### src/rtl/ysyx_22050612_ctrl_pkg.sv
// Shared definitions for the multi-cycle core controller.
// State encoding doubles as the debug state output.
package ysyx_22050612_ctrl_pkg;

  typedef enum logic [2:0] {
    S_IDLE  = 3'd0,
    S_FETCH = 3'd1,
    S_FWAIT = 3'd2,
    S_EXEC  = 3'd3,
    S_MEM   = 3'd4,
    S_MWAIT = 3'd5,
    S_WB    = 3'd6,
    S_HALT  = 3'd7
  } state_t;

  localparam logic [63:0] DEF_RESET_PC = 64'h8000_0000;
  localparam logic [31:0] NOP_INST     = 32'h0000_0013;

endpackage

### src/rtl/ysyx_22050612_ctrl_timer.sv
// Memory-response wait counter.
// expired fires on the cycle that completes the TIMEOUT-th wait.
module ysyx_22050612_WaitTimer #(
  parameter logic [7:0] TIMEOUT = 8'd255
) (
  input  logic clk,
  input  logic rst,
  input  logic clear,
  input  logic enable,
  output logic expired
);

  logic [7:0] cnt;

  always_ff @(posedge clk) begin
    if (rst || clear) begin
      cnt <= '0;
    end else if (enable) begin
      cnt <= cnt + 8'd1;
    end
  end

  assign expired = enable && (cnt == TIMEOUT - 8'd1);

endmodule

### src/rtl/ysyx_22050612_ctrl.sv
// Multi-cycle controller: fetch, execute, memory, write-back.
// Bus responses are only honoured in the state waiting for them.
module ysyx_22050612_ctrl
  import ysyx_22050612_ctrl_pkg::*;
#(
  parameter logic [63:0] RESET_PC = DEF_RESET_PC,
  parameter logic [7:0]  TIMEOUT  = 8'd255
) (
  input  logic        clk,
  input  logic        rst,
  output logic        if_req,
  output logic [63:0] if_addr,
  input  logic        if_ready,
  input  logic        if_rvalid,
  input  logic [31:0] if_rdata,
  output logic [31:0] inst,
  input  logic        dec_load,
  input  logic        dec_store,
  input  logic        dec_ebreak,
  input  logic [63:0] dnpc,
  output logic        mem_req,
  output logic        mem_we,
  input  logic        mem_ready,
  input  logic        mem_rvalid,
  output logic        gpr_wen,
  output logic [63:0] pc,
  output logic        halt,
  output logic        err,
  output logic [63:0] instret,
  output logic [2:0]  state
);

  state_t st_q, st_d;
  logic   inst_ld;
  logic   waiting;
  logic   progress;
  logic   stall;
  logic   expired;

  assign waiting = (st_q == S_FETCH) || (st_q == S_FWAIT)
                || (st_q == S_MEM)   || (st_q == S_MWAIT);

  assign progress = ((st_q == S_FETCH) && if_ready)
                 || ((st_q == S_FWAIT) && if_rvalid)
                 || ((st_q == S_MEM)   && mem_ready)
                 || ((st_q == S_MWAIT) && mem_rvalid);

  assign stall = waiting && !progress;

  // Any cycle that is not a stall restarts the count for the next wait.
  ysyx_22050612_WaitTimer #(
    .TIMEOUT (TIMEOUT)
  ) u_timer (
    .clk     (clk),
    .rst     (rst),
    .clear   (!stall),
    .enable  (stall),
    .expired (expired)
  );

  always_comb begin
    st_d    = st_q;
    if_req  = 1'b0;
    mem_req = 1'b0;
    mem_we  = 1'b0;
    gpr_wen = 1'b0;
    inst_ld = 1'b0;
    unique case (st_q)
      S_IDLE: st_d = S_FETCH;
      S_FETCH: begin
        if_req = 1'b1;
        if (if_ready) begin
          inst_ld = if_rvalid;
          st_d    = if_rvalid ? S_EXEC : S_FWAIT;
        end
      end
      S_FWAIT: begin
        if (if_rvalid) begin
          inst_ld = 1'b1;
          st_d    = S_EXEC;
        end
      end
      S_EXEC: begin
        unique case (1'b1)
          dec_ebreak:           st_d = S_HALT;
          dec_load | dec_store: st_d = S_MEM;
          default:              st_d = S_WB;
        endcase
      end
      S_MEM: begin
        mem_req = 1'b1;
        mem_we  = dec_store;
        if (mem_ready) begin
          st_d = mem_rvalid ? S_WB : S_MWAIT;
        end
      end
      S_MWAIT: begin
        if (mem_rvalid) begin
          st_d = S_WB;
        end
      end
      S_WB: begin
        gpr_wen = !dec_store;
        st_d    = S_FETCH;
      end
      S_HALT: st_d = S_HALT;
      default: st_d = S_IDLE;
    endcase
    if (expired) begin
      st_d = S_HALT;
    end
  end

  always_ff @(posedge clk) begin
    if (rst) begin
      st_q    <= S_IDLE;
      pc      <= RESET_PC;
      inst    <= NOP_INST;
      instret <= '0;
      err     <= 1'b0;
    end else begin
      st_q <= st_d;
      if (inst_ld) begin
        inst <= if_rdata;
      end
      if (st_q == S_WB) begin
        pc      <= dnpc;
        instret <= instret + 64'd1;
      end
      if (expired) begin
        err <= 1'b1;
      end
    end
  end

  assign if_addr = pc;
  assign halt    = (st_q == S_HALT);
  assign state   = st_q;

endmodule

### config.mk
export PLATFORM = sky130hd
export DESIGN_NAME = ysyx_22050612_ctrl
export DESIGN_NICKNAME = d
export VERILOG_FILES = /design/src/rtl/ysyx_22050612_ctrl_pkg.sv /design/src/rtl/ysyx_22050612_ctrl_timer.sv /design/src/rtl/ysyx_22050612_ctrl.sv
export SDC_FILE = /design/constraint.sdc
export NUM_CORES = 1
export LEC_CHECK = 0
export CAP_MARGIN = 20
export CELL_PAD_IN_SITES_DETAIL_PLACEMENT = 0
export CELL_PAD_IN_SITES_GLOBAL_PLACEMENT = 1
export CORE_AREA = 2 2 176 178
export CTS_BUF_LIST = sky130_fd_sc_hd__clkbuf_4 sky130_fd_sc_hd__clkbuf_8 sky130_fd_sc_hd__clkbuf_16
export CTS_CLUSTER_DIAMETER = 40
export DETAILED_ROUTE_END_ITERATION = 10
export DIE_AREA = 0 0 178 180
export PLACE_DENSITY = 0.78
export SLEW_MARGIN = 20
export SYNTH_ARGS = -nofsm -noshare
export SYNTH_HDL_FRONTEND = slang
export SYNTH_SLANG_ARGS = --single-unit
### constraint.sdc
create_clock -name clk -period 2.5 [get_ports clk]
set_clock_uncertainty 0.2 [all_clocks]
set_input_delay 0.5 -clock clk [delete_from_list [all_inputs] [get_ports clk]]
set_output_delay 0.5 -clock clk [all_outputs]
set_load 0.005 [all_outputs]
==> results of run 1 <==
[worst min-delay path: stages, from the launching register on]
cell and delay, ps:
dfxtp_1 320, nand2_1 50, a21oi_1 50
[cells in the mapped netlist (2+ instances only)]
cell	count	share of area, %
nor4_4	3	0.86
nand3_1	28	1.9
inv_1	12	0.61
and3_1	6	0.50
nor4_1	2	0.17
nand2b_1	2	0.17
or3b_2	2	0.24
a21oi_1	93	6.3
dfxtp_1	172	46
nand3b_1	2	0.20
or2_0	2	0.17
nor3_1	10	0.67
ha_1	3	0.50
xor2_1	34	4.0
mux2i_1	30	4.0
buf_1	6	0.30
clkbuf_1	35	1.8
buf_4	64	6.5
a211o_1	4	0.47
nor2b_1	6	0.50
nor4_2	3	0.50
buf_2	4	0.27
nand2_1	150	7.6
nand4_1	26	2.2
o31ai_1	6	0.61
or4_1	9	0.91
and4_1	3	0.35
nor2_1	88	4.4
xnor2_1	10	1.2
nor3b_1	2	0.20
nand4_2	2	0.34
or3_1	16	1.3
and2_1	9	0.76
o21ai_0	20	1.3
nand4_4	2	0.57
[per-layer routing]
layer / routed length [µm] / vias up
met5: 13 / -
met3: 2390 / 15
met4: 193 / 2
li1: - / 3474
met1: 9481 / 3251
met2: 11370 / 244
[how the worst max path moves through the flow]
stage / startpoint / to / slack [ps] / cells after the start
2_1_floorplan: instret[0] / instret[60] / 280 / 7
3_3_place_gp: if_ready / u_timer.cnt[4] / 120 / 6
3_5_place_dp: if_ready / u_timer.cnt[5] / 80 / 6
4_1_cts: state[1] / halt / 20 / 4
5_1_grt: instret[1] / instret[46] / 9 / 7
6_report: state[1] / mem_req / 100 / 3
[registers in the layout, summed over array words and instances (netlist names)]
register     count
if_addr         64
instret         64
inst            32
u_timer.cnt      8
state            3
err              1
[metrics by stage]
stage / hold slack, ps / cells / setup WS, ps
after floorplan: 252.6 / 876 / 281.6
after global placement: 254.6 / 1533 / 117.7
after detailed placement: 263.3 / 1533 / 80.91
after CTS: 273.7 / 1565 / 17.37
after global routing: 288.5 / 1569 / 8.944
final: 271.8 / 1569 / 101.1
[layout make-up]
| class | count | area (µm²) |
|---|---|---|
| multi-input cells | 583 | 3314 |
| clock inverters | 12 | 138.9 |
| fillers | 3082 | 18570 |
| flip-flops and latches | 172 | 3446 |
| well taps | 396 | 495.5 |
| inverters | 12 | 45.04 |
| repair buffers | 374 | 3719 |
| clock buffers | 20 | 460.4 |
[power by group through the flow]
stage | Sequential (µW) | Clock (µW) | Combinational (µW)
after floorplan | 3070 | 0 | 587
after global routing | 3020 | 2930 | 1410
after CTS | 3010 | 2830 | 1320
after global placement | 3060 | 0 | 1290
after detailed placement | 3060 | 0 | 1290
final | 3000 | 2720 | 1300
[cell families after synthesis]
logic type      after synthesis  synth area share, %
flops                       172                46.31
xor+xnor                     44                5.183
compound gates              129                9.389
simple gates                376                25.02
fa+ha+maj                     3               0.5048
mux                          30                4.038
buf+inv                     122                9.557
[repair_timing]
| item | CTS | global route |
|---|---|---|
| cloned | 0 | 1 |
| pin swaps | 2 | 2 |
| setup buffers | 0 | 3 |
| gates resized for setup | 7 | 2 |
| setup endpoints to repair | 4 | 7 |
==> results.toml, run 1 <==
[run_status]
status = "complete, no violations"

[worst_setup_path]
start_kind = "flop"
crit_required_ps = 1800
critPathTopFamily = "buffers and inverters"
cpPeakStageDelay_ps = 540
rr_worst_depth = 7
r2r-end = "instret[46]"
crit_buf_inv = 2
setup.worst_path.class = "reg -> out"
crit_arrival_ps = 1700
end_kind = "output port"
rrSetupSlack_ps = 160
slowest_stage = "clkdlybuf4s50_1"
r2r_start = "instret[1]"
path_cells = "buf_4 > nor3b_4 > clkdlybuf4s50_1"
cp_max_fo = 7

[grt]
met2_usage_pct = 24.33
grt_util_met1_pct = 16.26
grt_pass1_wl_um = 36090
grt_usage_pct = 14.23
grt_max_degree = 69
use_met3_pct = 6.091
antenna_found_initial = 1
grt-busiest-layer = "met2"
grt_pass1_vias = 6625
grt-ovfl-total = 0

[pwr]
power.internal_uw = 5195
fin_total_pwr_uw = 7022
combPwrFrac_pct = 18.5
p_per_area_nw_per_um2 = 604.4
switching_share_pct = 26.01
p_sw_uw = 1826
peakVddDrop_uv = 356.8
seqPwrFrac_pct = 42.8
p_leak_uw = 0.004000
clockPowerShare_pct = 38.8

[min_path]
whs_path_depth = 2
min_to = "if_addr[53]"
hold_start = "if_addr[53]"
min_path_type = "reg -> reg"

[logic_synthesis]
syn_inst = 876
yosys_warnings = 0
syn_area_um2 = 7436
ys.flop_type = "dfxtp_1"
synth_cell_types = 45
synth_nets = 984
ys_async_sr_fraction_pct = 0
seq_area_frac_synth_pct = 46.31
avgSynthCellArea_um2 = 8.488
synth_seq_cells = 172
synth_edf_count = 0

[detailed_routing]
viasPerCell = 4.453
num_vias = 6986
first_pass_iters = 4
ant_nets = 0
drt_iter0_drc = 241
drc = 0
wl_per_cell_um = 14.94
drt_wl_total_um = 23450

[clock_network]
clock_path_buffers = 2
cts_max_level = 4
clk_pin_slew_ps = 70
insertion_delay_ps = 440
cts_sinks = 172
cts_tree = "built"
cts_buffers = 17
cts_root_buf = "clkbuf_16"
postCtsHoldBufs = 0

[sta]
setup-violations-final = 0
max_slew_margin_pct = 54.98
max_freq_ghz = 0.4169
worstMarginPinSlew_ps = 675.3
slew_violations = 0
period_needed_ps = 2399
fin_tns_setup_ps = 0
hold_viol = 0
finalCritPeriodShare_pct = 95.95
rsz0062_at_grt = "false"

[final_layout]
fin_nets = 1268
post-route-util_pct = 38.49
layout-drive-gt1-share_pct = 7.673
final_area_um2 = 11620
n_antenna_cell = 0
final_cell_mix = "clkdlybuf4s50_1, dfxtp_1, nand2_1"
area_growth_pct = 56.25
final_common_cell = "clkdlybuf4s50_1"

[placement]
io_buffers = 337
gp_congestion = 0.7682
dp_hpwl_um = 17000
place_area_um2 = 10950

[die]
core_um2 = 30190
initial_utilization_pct = 24.63
die_w_um = 178
io_pins = 338
fp.dieH_um = 180
die-area_um2 = 32040
fp-row-count = 64

[run]
drv_cap = 0
Power figures use the tool's default switching activity.
==> run 2, diff against run 1 <==
--- a/config.mk
+++ b/config.mk
@@ -8,13 +8,12 @@
 export CAP_MARGIN = 20
 export CELL_PAD_IN_SITES_DETAIL_PLACEMENT = 0
 export CELL_PAD_IN_SITES_GLOBAL_PLACEMENT = 1
-export CORE_AREA = 2 2 176 178
+export CORE_AREA = 8 8 182 184
 export CTS_BUF_LIST = sky130_fd_sc_hd__clkbuf_4 sky130_fd_sc_hd__clkbuf_8 sky130_fd_sc_hd__clkbuf_16
 export CTS_CLUSTER_DIAMETER = 40
 export DETAILED_ROUTE_END_ITERATION = 10
-export DIE_AREA = 0 0 178 180
+export DIE_AREA = 0 0 190 192
 export PLACE_DENSITY = 0.78
-export SLEW_MARGIN = 20
 export SYNTH_ARGS = -nofsm -noshare
 export SYNTH_HDL_FRONTEND = slang
 export SYNTH_SLANG_ARGS = --single-unit
==> run 2 against run 1 <==
Non-clock buffer count grew 3. Die area grew 14%. Sequential share of layout area barely moved. Utilization about the same. Via count is essentially flat. Combinational power about the same. Design area about the same. Worst setup slack better by 13 ps. Critical path type unchanged. Critical endpoint is now mem_we.
==> results.toml, run 2 (synthesis results as in run 1) <==
[sta]
max_freq_ghz = 0.4191
slew_violations = 0
finalCritPeriodShare_pct = 95.44
fin_ws_ps = 113.9
period_needed_ps = 2386
hold_viol = 0
worstMarginPinSlew_ps = 606.9
rsz0062_at_grt = "false"
max_slew_margin_pct = 59.54
fin_tns_setup_ps = 0
setup-violations-final = 0

[min_path]
min_path_type = "reg -> reg"

[worst_setup_path]
slowest_stage = "clkdlybuf4s50_1"
setup.worst_path.class = "reg -> out"
end_kind = "output port"
start_kind = "flop"
crit_buf_inv = 1
crit_required_ps = 1800
critPathTopFamily = "buffers and inverters"
path_cells = "nor3b_2 > and2_1 > clkdlybuf4s50_1"
crit_arrival_ps = 1690
cpPeakStageDelay_ps = 500
cp_max_fo = 4

[grt]
grt_pass1_vias = 6908
grt-busiest-layer = "met2"
grt_max_degree = 69
grt-ovfl-total = 0
use_met3_pct = 5.973
grt_pass1_wl_um = 39120
met2_usage_pct = 22.53
grt_util_met1_pct = 15.22
antenna_found_initial = 0
grt_usage_pct = 13.26

[clock_network]
cts_tree = "built"
insertion_delay_ps = 420
cts_max_level = 4
cts_root_buf = "clkbuf_16"
cts_sinks = 172
clk_pin_slew_ps = 80
clock_path_buffers = 2
postCtsHoldBufs = 0
cts_buffers = 17

[detailed_routing]
drt_iter0_drc = 320
wl_per_cell_um = 16.16
num_vias = 6981
ant_nets = 0
viasPerCell = 4.444
first_pass_iters = 7
drt_wl_total_um = 25380
drc = 0

[die]
die-area_um2 = 36480
io_pins = 338
fp.dieH_um = 192
initial_utilization_pct = 24.63
fp-row-count = 64
core_um2 = 30190
die_w_um = 190

[run]
drv_cap = 0

[final_layout]
layout-drive-gt1-share_pct = 7.915
area_growth_pct = 56.10
fill_cells = 3066
final_common_cell = "clkdlybuf4s50_1"
final_cell_mix = "clkdlybuf4s50_1, dfxtp_1, nand2_1"
fin_nets = 1270
n_antenna_cell = 0

[pwr]
fin_total_pwr_uw = 6908
peakVddDrop_uv = 409.0
p_per_area_nw_per_um2 = 595.1
p_leak_uw = 0.003996

[placement]
io_buffers = 337
dp_hpwl_um = 19020
preCtsSetupSlack_ps = 91.24
gp_congestion = 0.7532

[run_status]
status = "complete, no violations"
-- run 2: cell type report --
cell class / instances / area, µm² / share of cell area [%]
multi-input cells: 582 / 3309 / 28.51
well taps: 396 / 495.5 / 4.269
inverters: 12 / 45.04 / 0.3881
repair buffers: 377 / 3744 / 32.25
clock inverters: 13 / 121.4 / 1.046
clock buffers: 19 / 446.7 / 3.848
flip-flops and latches: 172 / 3446 / 29.69
-- run 2: power breakdown --
part / switching (µW) / total [µW] / internal [µW]
Combinational: 534 / 1290 / 761
Clock: 1240 / 2600 / 1360
Sequential: 117 / 3010 / 2890
-- run 2: repair_timing --
| action | CTS | global route |
|---|---|---|
| endpoints found under the hold margin | 0 | 0 |
| endpoints found under the setup margin | 2 | 5 |
| gates resized for setup | 3 | 5 |
| setup buffers | 1 | 3 |
| pin swaps | 1 | 2 |
-- run 2: final timing paths --
check                    from     endpoint  slack (ps)  depth (start not counted)
setup / recovery     state[2]       mem_we         110                          3
hold / removal    if_addr[40]  if_addr[40]         270                          2
hold reg to reg   if_addr[40]  if_addr[40]         270                          2
setup reg to reg  instret[10]  instret[59]         120                          6
-- run 2: per-stage QoR --
stage | hold slack (ps) | utilization (%) | instance area [µm²] | instances
6_report | 266.8 | 38.45 | 11610 | 1571
5_1_grt | 290.9 | 38.45 | 11610 | 1571
4_1_cts | 269.3 | 38.30 | 11560 | 1568
3_5_place_dp | 258.5 | 36.36 | 10980 | 1535
3_3_place_gp | 256.4 | 36.36 | 10980 | 1535
2_1_floorplan | 252.6 | - | 7436 | 876
-- run 2: worst reg2reg max path: cells and delay by family (launching register included) --
family	cells	cell delay [ps]
buffers and inverters	1	240
and+or+nand+nor	4	1300
DFF	1	420
AOI/OAI and AO/OA	1	150
-- run 2: layer usage --
metal	part of all wire, %	routed length [µm]
met4	0.59	149
met5	0	0
met2	48	12250
met3	10	2561
met1	41	10420
==> run 3, diff against run 2 <==
--- a/config.mk
+++ b/config.mk
@@ -8,11 +8,11 @@
 export CAP_MARGIN = 20
 export CELL_PAD_IN_SITES_DETAIL_PLACEMENT = 0
 export CELL_PAD_IN_SITES_GLOBAL_PLACEMENT = 1
-export CORE_AREA = 8 8 182 184
+export CORE_AREA = 8 8 209 161
 export CTS_BUF_LIST = sky130_fd_sc_hd__clkbuf_4 sky130_fd_sc_hd__clkbuf_8 sky130_fd_sc_hd__clkbuf_16
 export CTS_CLUSTER_DIAMETER = 40
 export DETAILED_ROUTE_END_ITERATION = 10
-export DIE_AREA = 0 0 190 192
+export DIE_AREA = 0 0 217 169
 export PLACE_DENSITY = 0.78
 export SYNTH_ARGS = -nofsm -noshare
 export SYNTH_HDL_FRONTEND = slang
==> run 3 against run 2 <==
Clock-buffer cell count is 2 higher. Critical path type unchanged. Total power is 6.9% higher. Critical path depth stayed put. Sequential share of layout area is 0.20 points lower. Combinational power is 5% higher. Non-clock buffer count stayed put. Hold slack better by 4.3 ps. Via count hardly changed. Critical endpoint is now mem_req.
==> results.toml, run 3 (synthesis results as in run 1) <==
[sta]
max_slew_margin_pct = 65.30
slew_violations = 0
period_needed_ps = 2382
fin_tns_setup_ps = 0
setup-violations-final = 0
fin_hold_ws_ps = 271.0
max_freq_ghz = 0.4198
finalCritPeriodShare_pct = 95.29
hold_viol = 0
rsz0062_at_grt = "false"
worstMarginPinSlew_ps = 516.6
fin_ws_ps = 117.7

[die]
fp.dieH_um = 169
die-area_um2 = 36670
die_w_um = 217
fp-row-count = 56
io_pins = 338
initial_utilization_pct = 24.34
core_um2 = 30550

[clock_network]
cts_buffers = 17
cts_sinks = 172
cts_max_level = 4
cts_tree = "built"
cts_root_buf = "clkbuf_16"
postCtsHoldBufs = 0
clock_path_buffers = 2
clk_pin_slew_ps = 70
insertion_delay_ps = 430

[placement]
gp_congestion = 0.8004
io_buffers = 337
preCtsSetupSlack_ps = 72.59
dp_hpwl_um = 19230

[detailed_routing]
num_vias = 6977
ant_nets = 0
top_layer = "met5"
wl_per_cell_um = 16.21
route.met2.wl_um = 11650
drt_iter0_drc = 345
drt_wl_total_um = 25610
met3_length_um = 2457
viasPerCell = 4.416
first_pass_iters = 4
drc = 0
drt-met1-wl_um = 11260

[worst_setup_path]
setup.worst_path.class = "reg -> out"
path_cells = "buf_6 > nor3b_4 > clkdlybuf4s50_1"
crit_buf_inv = 2
rrSetupSlack_ps = 160
slowest_stage = "clkdlybuf4s50_1"
crit_arrival_ps = 1680
start_kind = "flop"
crit_required_ps = 1800
r2r-end = "instret[55]"
cp_max_fo = 14
r2r_start = "instret[43]"
rr_worst_depth = 5
cpPeakStageDelay_ps = 540
end_kind = "output port"
critPathTopFamily = "buffers and inverters"

[run]
drv_cap = 0

[grt]
grt_pass1_vias = 6897
grt_usage_pct = 13.55
grt_pass1_wl_um = 40100
antenna_found_initial = 1
grt_max_degree = 69
grt-ovfl-total = 0

[final_layout]
area_growth_pct = 57.28
fin_nets = 1270
n_antenna_cell = 0
final_common_cell = "clkdlybuf4s50_1"
layout-drive-gt1-share_pct = 7.751
final_cell_mix = "clkdlybuf4s50_1, dfxtp_1, nand2_1"

[pwr]
p_sw_uw = 1822
combPwrFrac_pct = 18.5
peakVddDrop_uv = 411.6
clockPowerShare_pct = 40.8
p_per_area_nw_per_um2 = 631.3
switching_share_pct = 24.68
power.internal_uw = 5561
p_leak_uw = 0.004031
seqPwrFrac_pct = 40.7

[min_path]
min_path_type = "reg -> reg"
whs_path_depth = 2
min_to = "if_addr[53]"
hold_start = "if_addr[53]"

[run_status]
status = "complete, no violations"
[run 3: changes by cell type in the layout (fill, tap and decap cells not counted), sizes merged]
| cell | before | now |
|---|---|---|
| inv | 21 | 13 |
| bufinv | 0 | 5 |
| clkbuf | 19 | 21 |
| clkinv | 2 | 4 |
| clkinvlp | 2 | 0 |
| dlygate4sd2 | 0 | 1 |
| dlymetal6s2s | 1 | 0 |
[run 3: area by class of cell]
| class | instances | area [µm²] |
|---|---|---|
| Clock buffer | 21 | 474.2 |
| Clock inverter | 10 | 186.4 |
| Fill cell | 3121 | 18850 |
| Inverter | 12 | 45.04 |
| Multi-Input combinational cell | 582 | 3302 |
| Sequential cell | 172 | 3448 |
| Tap cell | 406 | 508.0 |
| Timing Repair Buffer | 377 | 3731 |
[run 3: tightest hold or removal path: stages, from the launching register on]
cell,delay (ps)
dfxtp_1,320
nand2_1,50
a21oi_1,50
[run 3: worst max path at each step]
stage                                end  cells after the start  startpoint
after CTS                           halt                      3    state[2]
after floorplan              instret[60]                      7  instret[0]
after detailed placement  u_timer.cnt[5]                      6    if_ready
after global routing         instret[58]                      7  instret[0]
final                            mem_req                      3    state[1]
after global placement    u_timer.cnt[5]                      6    if_ready
[run 3: power groups by stage]
stage / combinational, µW / sequential, µW / clock [µW]
finish: 1360 / 3010 / 3010
global route: 1490 / 3030 / 3210
CTS: 1330 / 3010 / 3090
detailed placement: 1310 / 3060 / 0
global placement: 1290 / 3060 / 0
floorplan: 587 / 3070 / 0
[run 3: through the flow]
stage,utilization [%],instances,instance area [µm²],power (µW)
global placement,35.91,1544,10970,4351
detailed placement,35.91,1544,10970,4370
CTS,38.14,1575,11650,7436
floorplan,-,876,7436,3654
global route,38.28,1580,11700,7726
finish,38.28,1580,11700,7383
[run 3: per-layer routing]
| metal | vias up | track usage (%) |
|---|---|---|
| li1 | 3463 | - |
| met1 | 3252 | 16.23 |
| met2 | 242 | 21.90 |
| met3 | 18 | 6.207 |
| met4 | 2 | 3.229 |
| met5 | - | 0 |
[run 3: what timing repair did]
action                                  CTS  global route
gates resized for setup                   7             2
endpoints found under the hold margin     0             0
endpoints found under the setup margin    4            11
buffers inserted                          0             5
pin swaps                                 1             2
